<file path="config.mk">
export PLATFORM = sky130hd
export DESIGN_NAME = sar_adc_ctrl
export DESIGN_NICKNAME = d
export VERILOG_FILES = /design/src/rtl/sar_adc_ctrl.sv
export SDC_FILE = /design/constraint.sdc
export NUM_CORES = 1
export LEC_CHECK = 0
export CORE_MARGIN = 10
export CORE_UTILIZATION = 30
export CTS_BUF_LIST = sky130_fd_sc_hd__clkbuf_4 sky130_fd_sc_hd__clkbuf_8 sky130_fd_sc_hd__clkbuf_16
export CTS_CLUSTER_DIAMETER = 80
export DETAILED_ROUTE_END_ITERATION = 8
export GPL_TIMING_DRIVEN = 0
export PLACE_DENSITY_LB_ADDON = 0.25
export SLEW_MARGIN = 20
export SYNTH_ARGS = -nofsm -noshare
export SYNTH_HDL_FRONTEND = slang
export SYNTH_SLANG_ARGS = --single-unit
</file>
<file path="constraint.sdc">
create_clock -name clk -period 3.33 [get_ports clk]
set_input_delay 0.4995 -clock clk [delete_from_list [all_inputs] [get_ports clk]]
set_output_delay 0.4995 -clock clk [all_outputs]
set_load 0.05 [all_outputs]
</file>
<file path="src/rtl/sar_adc_ctrl.sv">
// Successive-approximation controller: runs a binary search on the R2R DAC code
// against an external comparator. Optional comparator synchronizer: SAR_CMP_SYNC_EN.
module sar_adc_ctrl #(
  parameter int WIDTH  = 8,
  parameter int SETTLE = 2
) (
  input  logic             clk,
  input  logic             rst,
  input  logic             start,
  input  logic             cmp_in,
  output logic [WIDTH-1:0] dac_code,
  output logic             busy,
  output logic             done,
  output logic [WIDTH-1:0] result
);

  localparam int IDX_W = $clog2(WIDTH);
`ifdef SAR_CMP_SYNC_EN
  // Two extra cycles per bit cover the synchronizer so the sampled value is settled.
  localparam int P = SETTLE + 2;
`else
  localparam int P = SETTLE;
`endif
  localparam logic [7:0] CNT_LAST = 8'(P - 1);

  typedef enum logic {IDLE, CONV} state_t;

  state_t           state;
  logic [IDX_W-1:0] idx;
  logic [7:0]       cnt;
  logic             cmp_s;
  logic [WIDTH-1:0] code_dec;

`ifdef SAR_CMP_SYNC_EN
  logic cmp_m, cmp_q;

  always_ff @(posedge clk or posedge rst) begin
    if (rst) begin
      cmp_m <= 1'b0;
      cmp_q <= 1'b0;
    end else begin
      cmp_m <= cmp_in;
      cmp_q <= cmp_m;
    end
  end

  assign cmp_s = cmp_q;
`else
  assign cmp_s = cmp_in;
`endif

  // Code after a decision: resolve the current trial bit, arm the next one.
  always_comb begin
    code_dec      = dac_code;
    code_dec[idx] = ~cmp_s;
    if (idx != '0)
      code_dec[idx - 1'b1] = 1'b1;
  end

  always_ff @(posedge clk or posedge rst) begin
    if (rst) begin
      state    <= IDLE;
      idx      <= '0;
      cnt      <= '0;
      dac_code <= '0;
      result   <= '0;
      busy     <= 1'b0;
      done     <= 1'b0;
    end else begin
      done <= 1'b0;
      case (state)
        IDLE: begin
          if (start) begin
            state    <= CONV;
            idx      <= IDX_W'(WIDTH - 1);
            cnt      <= '0;
            dac_code <= {1'b1, {(WIDTH-1){1'b0}}};
            busy     <= 1'b1;
          end
        end
        CONV: begin
          if (cnt != CNT_LAST) begin
            cnt <= cnt + 8'd1;
          end else begin
            dac_code <= code_dec;
            if (idx != '0) begin
              idx <= idx - 1'b1;
              cnt <= '0;
            end else begin
              result <= code_dec;
              done   <= 1'b1;
              busy   <= 1'b0;
              state  <= IDLE;
            end
          end
        end
      endcase
    end
  end

endmodule
</file>
==> results of run 1 <==
metal layers:
metal  wire, um  GRT usage (%)  vias up  part of all wire [%]
li1           -              -      674                     -
met3        215           2.32        5                   5.5
met4         66           4.56        0                   1.7
met5          0              0        -                     0
met1       1920           12.6      657                    49
met2       1690           14.0       22                    43
stage by stage:
| stage | setup slack [ns] | area, um^2 | hold slack (ns) | utilization, % | power [W] |
|---|---|---|---|---|---|
| after CTS | 1.29 | 2060 | 0.484 | 39.4 | 0.00184 |
| after global routing | 1.13 | 2060 | 0.498 | 39.4 | 0.00197 |
| after global placement | 1.34 | 1950 | 0.464 | 37.3 | 0.00148 |
| after floorplan | 1.59 | 1660 | 0.538 | - | 0.00124 |
| final | 1.28 | 2060 | 0.474 | 39.4 | 0.00182 |
| after detailed placement | 1.33 | 1950 | 0.469 | 37.3 | 0.00149 |
critical path, stage by stage (launching register included):
cell and delay (ns):
dfrtp_1 0.37, buf_2 0.18, inv_1 0.11, ha_1 0.26, nor2b_1 0.40, nand3_4 0.21
buf_6 0.20, a211oi_2 0.15, a21oi_1 0.06
worst min-delay path by stage:
stage,start,slack (ns),endpoint
2_1_floorplan,cnt[0],0.54,cnt[0]
3_3_place_gp,result[0],0.46,result[0]
3_5_place_dp,result[4],0.47,result[4]
4_1_cts,result[4],0.48,result[4]
5_1_grt,result[0],0.50,result[0]
6_report,result[4],0.47,result[4]
layout by cell type, fill, tap and decap left out, drive strengths merged, types with 3 or more instances in the layout:
cell,instances
dfrtp,30
clkdlybuf4s50,21
nor2,19
o21ai,16
nand2,12
inv,11
nand3,10
clkbuf,9
buf,8
a21oi,6
a31oi,5
mux2,4
nand2b,4
ha,4
nand4,3
mux2i,3
a221oi,3
o31ai,3
nor3,3
nor3b,3
kinds of logic (layout without fill, tap and decap cells):
family / count (synthesis) / in the layout
AND/OR/NAND/NOR: 66 / 66
AO/OA/AOI/OAI: 42 / 42
flip-flops: 30 / 30
buffers and inverters: 20 / 49
multiplexers: 7 / 7
adder cells (fa/ha/maj): 4 / 4
XOR/XNOR: 3 / 3
registers in the layout (all words and copies together), names as in the netlist:
register,cells
result,8
dac_code,8
idx,3
state,1
cnt,8
busy,1
done,1
layout make-up:
class,count,area (um^2),area share [%]
clock buffers,8,110,5.34
repair buffers,21,210,10.2
plain buffers,9,50.0,2.43
well taps,70,87.6,4.24
multi-input cells,122,813,39.4
inverters,11,41.3,2.00
flip-flops and latches,30,751,36.4
power by group through the flow:
stage	registers (W)	logic [W]	clock network [W]
after floorplan	0.000748	0.000496	0
after global placement	0.000607	0.000873	0
after detailed placement	0.000609	0.000876	0
after CTS	0.000603	0.000880	0.000358
after global routing	0.000621	0.000972	0.000373
final	0.000603	0.000872	0.000345
==> impl_metrics.json, run 1 <==
{
  "synthesis.instances": 172,
  "grt_pass1_vias": 1344,
  "reg2reg_slack_ns": 1.28,
  "layout-drive-gt1-share_pct": 15.4,
  "synth_xor_area_share_pct": 1.59,
  "p_leak_nw": 0.912,
  "slew_headroom_pct": 58.0,
  "numCtsBuffers": 5,
  "cts_tree": "done",
  "dp.cells": 263,
  "dpl.hpwl_um": 2740,
  "nFillCells": 524,
  "postRouteAntennaNets": 0,
  "core_um2": 5240,
  "switching_share_pct": 44.3,
  "yosysMostFrequentCell": "dfrtp_1",
  "synth_top_area_share_pct": 45.4,
  "power.density_nw_per_um2": 882,
  "post-route-period-util_pct": 61.6,
  "drcViolationCount": 0,
  "path_clk_slew_ns": 0.07,
  "hold_depth": 2,
  "final-setup-viol-count": 0,
  "pwr-share-clk_pct": 19.0,
  "synth_area_leaders": "dfrtp_1, nor2_1, o21ai_0",
  "skew_ns": 0.00623,
  "avgSynthCellArea_um2": 9.62,
  "synth_top_family_by_area": "simple AND/OR/NAND/NOR gates",
  "cp-end-kind": "flip-flop",
  "vias_per_cell": 5.01,
  "critPathKind": "flip-flop to flip-flop",
  "drtIter0Drc": 82,
  "max_freq_ghz": 0.488,
  "synth_area_um2": 1660,
  "finalSetupTns_ns": 0,
  "crit_start": "idx[0]",
  "die-width_um": 94.3,
  "die_y_um": 94.3,
  "hold_class": "flip-flop to flip-flop",
  "power.switching_w": 0.000806,
  "grt_max_degree": 31,
  "routabilityCongestion": 0.805,
  "cts_root_buf": "clkbuf_8",
  "synthAdderAreaFrac_pct": 3.02,
  "synth_warnings": 0,
  "status": "finished, final reports clean",
  "cts_resized": 0,
  "ys_seq_area_share_pct": 45.4,
  "fin_nets": 208,
  "num_io_pins": 22,
  "gr-total-overflow": 0,
  "yosys.area_share.simple_pct": 23.1,
  "track_usage_pct": 9.51,
  "initial_core_util_pct": 31.6,
  "vdd_ir_drop_max_uv": 372,
  "rsz0062_at_grt": "no",
  "critPathCapture": "result[3]",
  "num_rows": 26,
  "die_area_um2": 8890,
  "syn_to_final_growth_pct": 24.6,
  "worstPathMaxFanout": 10,
  "synthFlopType": "dfrtp_1",
  "worstPathArrival_ns": 2.21,
  "synthesis.nets": 180,
  "yosysUniqueCellTypes": 43,
  "wl_per_cell_um": 14.4,
  "hold_viol": 0,
  "drv_cap": 0,
  "hold_buffers": 0,
  "synth_top_cell_by_area": "dfrtp_1",
  "power_frac_comb_pct": 47.9,
  "stdcell_count": 271,
  "wirelength_um": 3900,
  "post_cts.repair.setup_buffers": 0,
  "ys_seq_elements": 30,
  "synth_edf_count": 0,
  "cts.htree.levels": 2,
  "clockBufferDepth": 2,
  "synth_compound_gate_area_share_pct": 16.9,
  "drv_slew": 0,
  "finalCriticalPeriod_ns": 2.05,
  "worst_r2r_startpoint": "idx[0]",
  "port_buffers": 21,
  "required_ns": 3.49,
  "grt_pass1_wl_um": 6720,
  "synthTopCellsByCount": "dfrtp_1, nor2_1, o21ai_0",
  "worstMarginPinSlew_ns": 0.628,
  "crit_path_start_kind": "flip-flop",
  "pwr-share-seq_pct": 33.1,
  "synthArstFlopShare_pct": 100,
  "via_count": 1358,
  "muxShareOfSynthArea_pct": 4.54,
  "internal_power_w": 0.00101,
  "drtPass1Iterations": 4,
  "reg2reg_depth": 8,
  "diodes": 0,
  "cts_sinks": 30,
  "antenna_found_initial": 0,
  "clk_latency_ns": 0.28,
  "timing.rr.end": "result[3]"
}
No activity file was read; power rests on OpenSTA's default activity.
==> inputs of run 2 (changes only) <==
==> constraint.sdc (replaced) <==
create_clock -name clk -period 1.9 [get_ports clk]
set_input_delay 0.285 -clock clk [delete_from_list [all_inputs] [get_ports clk]]
set_output_delay 0.285 -clock clk [all_outputs]
set_load 0.05 [all_outputs]
==> run 2 against run 1 <==
Against the previous run:
- clock power increased by 77%
- design area up 2.7%
- global-route usage is essentially flat
- power grew 82%
- worst setup slack worse by 1.2 ns
- core utilization up 1.1 points
- register-to-register slack got worse by 1.2 ns
- combinational power rose by 89%
- sequential share of layout area fell by 0.95 points
- critical path type unchanged
- largest power group unchanged
==> impl_metrics.json, run 2 (same netlist as run 1, synthesis figures left out) <==
{
  "p_leak_nw": 0.927,
  "die_area_um2": 8890,
  "cts_sinks": 30,
  "grt_pass1_wl_um": 6730,
  "max_freq_ghz": 0.550,
  "reg2reg_depth": 7,
  "rsz0062_at_grt": "yes",
  "slowest_stage": "dfrtp_1",
  "cts.htree.levels": 2,
  "status": "finished, final reports clean",
  "required_ns": 2.09,
  "drcViolationCount": 0,
  "gr-total-overflow": 0,
  "drv_cap": 0,
  "num_io_pins": 22,
  "core_um2": 5240,
  "final-setup-viol-count": 0,
  "critPathKind": "flip-flop to flip-flop",
  "port_buffers": 21,
  "cts_tree": "done",
  "slowest_delay_ns": 0.38,
  "initial_core_util_pct": 31.6,
  "routabilityCongestion": 0.805,
  "reg2reg_slack_ns": 0.08,
  "vias_per_cell": 4.99,
  "track_usage_pct": 9.52,
  "nFillCells": 524,
  "layout-drive-gt1-share_pct": 19.2,
  "post-route-period-util_pct": 95.8,
  "die_y_um": 94.3,
  "drtIter0Drc": 77,
  "skew_ns": 0.00613,
  "antenna_found_initial": 0,
  "grt_pass1_vias": 1345,
  "wirelength_um": 3930,
  "final_common_cell": "dfrtp_1",
  "finalSetupTns_ns": 0,
  "grt_max_degree": 31,
  "via_count": 1361,
  "worstMarginPinSlew_ns": 0.623,
  "hold_viol": 0,
  "slew_headroom_pct": 58.4,
  "clk_latency_ns": 0.28,
  "worstPathCellList": "buf_2 > inv_1 > ha_2 > nand2b_1 > o21ai_2 > a311oi_2 > o31ai_1",
  "diodes": 0,
  "worst_r2r_startpoint": "idx[0]",
  "layout_common_cells": "dfrtp_1, clkdlybuf4s50_1, nor2_1",
  "dpl_cell_area_um2": 1950,
  "finalCriticalPeriod_ns": 1.82,
  "cp-end-kind": "flip-flop",
  "postRouteAntennaNets": 0,
  "numCtsBuffers": 5,
  "wl_per_cell_um": 14.4,
  "total_power_w": 0.00331,
  "worstPathArrival_ns": 2.01,
  "drtPass1Iterations": 4,
  "hold_class": "input pin to asynchronous set/reset pin",
  "final_design_area_no_fill_um2": 2120,
  "fin_nets": 210,
  "path_clk_slew_ns": 0.07,
  "drv_slew": 0,
  "die-width_um": 94.3,
  "hold_buffers": 0,
  "stdcell_count": 273,
  "worstPathMaxFanout": 10,
  "vdd_ir_drop_max_uv": 691,
  "power.density_nw_per_um2": 1560,
  "num_rows": 26,
  "top_regs": "cnt x8, dac_code x8, result x8",
  "dp.cells": 263,
  "dpl.hpwl_um": 2740,
  "clockBufferDepth": 2,
  "crit_path_start_kind": "flip-flop",
  "cts_root_buf": "clkbuf_8",
  "syn_to_final_growth_pct": 28.0,
  "crit_start": "idx[0]"
}
## run 2: metrics by stage
stage               hold slack (ns)  setup WS (ns)  util (%)
floorplan                     0.376          0.164         -
global placement              0.464        -0.0859      37.3
detailed placement            0.469         -0.105      37.3
CTS                           0.444         0.0125      39.5
global route                  0.469        -0.0201      40.4
finish                        0.401         0.0804      40.4
## run 2: layout make-up
type                    instances  area, um^2  share of cell area, %
well taps                      70        87.6                   4.13
multi-input cells             122         851                   40.2
clock buffers                   8         110                   5.20
repair buffers                 23         225                   10.6
inverters                      11        41.3                   1.95
plain buffers                   9        52.6                   2.48
flip-flops and latches         30         751                   35.4
## run 2: report_power, final
part / internal, W / switching, W / total (W)
Clock: 0.000366 / 0.000244 / 0.000609
Combinational: 0.000656 / 0.000990 / 0.00165
Sequential: 0.000834 / 0.000226 / 0.00106
Total: 0.00185 / 0.00146 / 0.00331
## run 2: critical path: cells and delay by family, from the launching register on
kind | cells | cell delay [ns]
simple gates | 1 | 0.15
fa+ha+maj | 1 | 0.29
buf+inv | 2 | 0.34
compound gates | 3 | 0.56
flops | 1 | 0.38
## run 2: final timing paths
kind                               end
max in group asynchronous       cnt[0]
max reg2reg                dac_code[6]
min reg2reg                  result[4]
min in group clk             result[4]
min                             cnt[4]
max                        dac_code[6]
## run 2: timing repair
item	CTS	global route
gates resized for setup	3	7
setup endpoints to repair	13	20
buffers inserted	0	2
pin swaps	0	0
## run 2: routing by layer
metal | vias up | wire length (um) | GRT usage (%)
met2 | 25 | 1720 | 14.0
met3 | 5 | 211 | 2.32
met4 | 0 | 68 | 4.56
met5 | - | 0 | 0
met1 | 655 | 1940 | 12.7
li1 | 676 | - | -
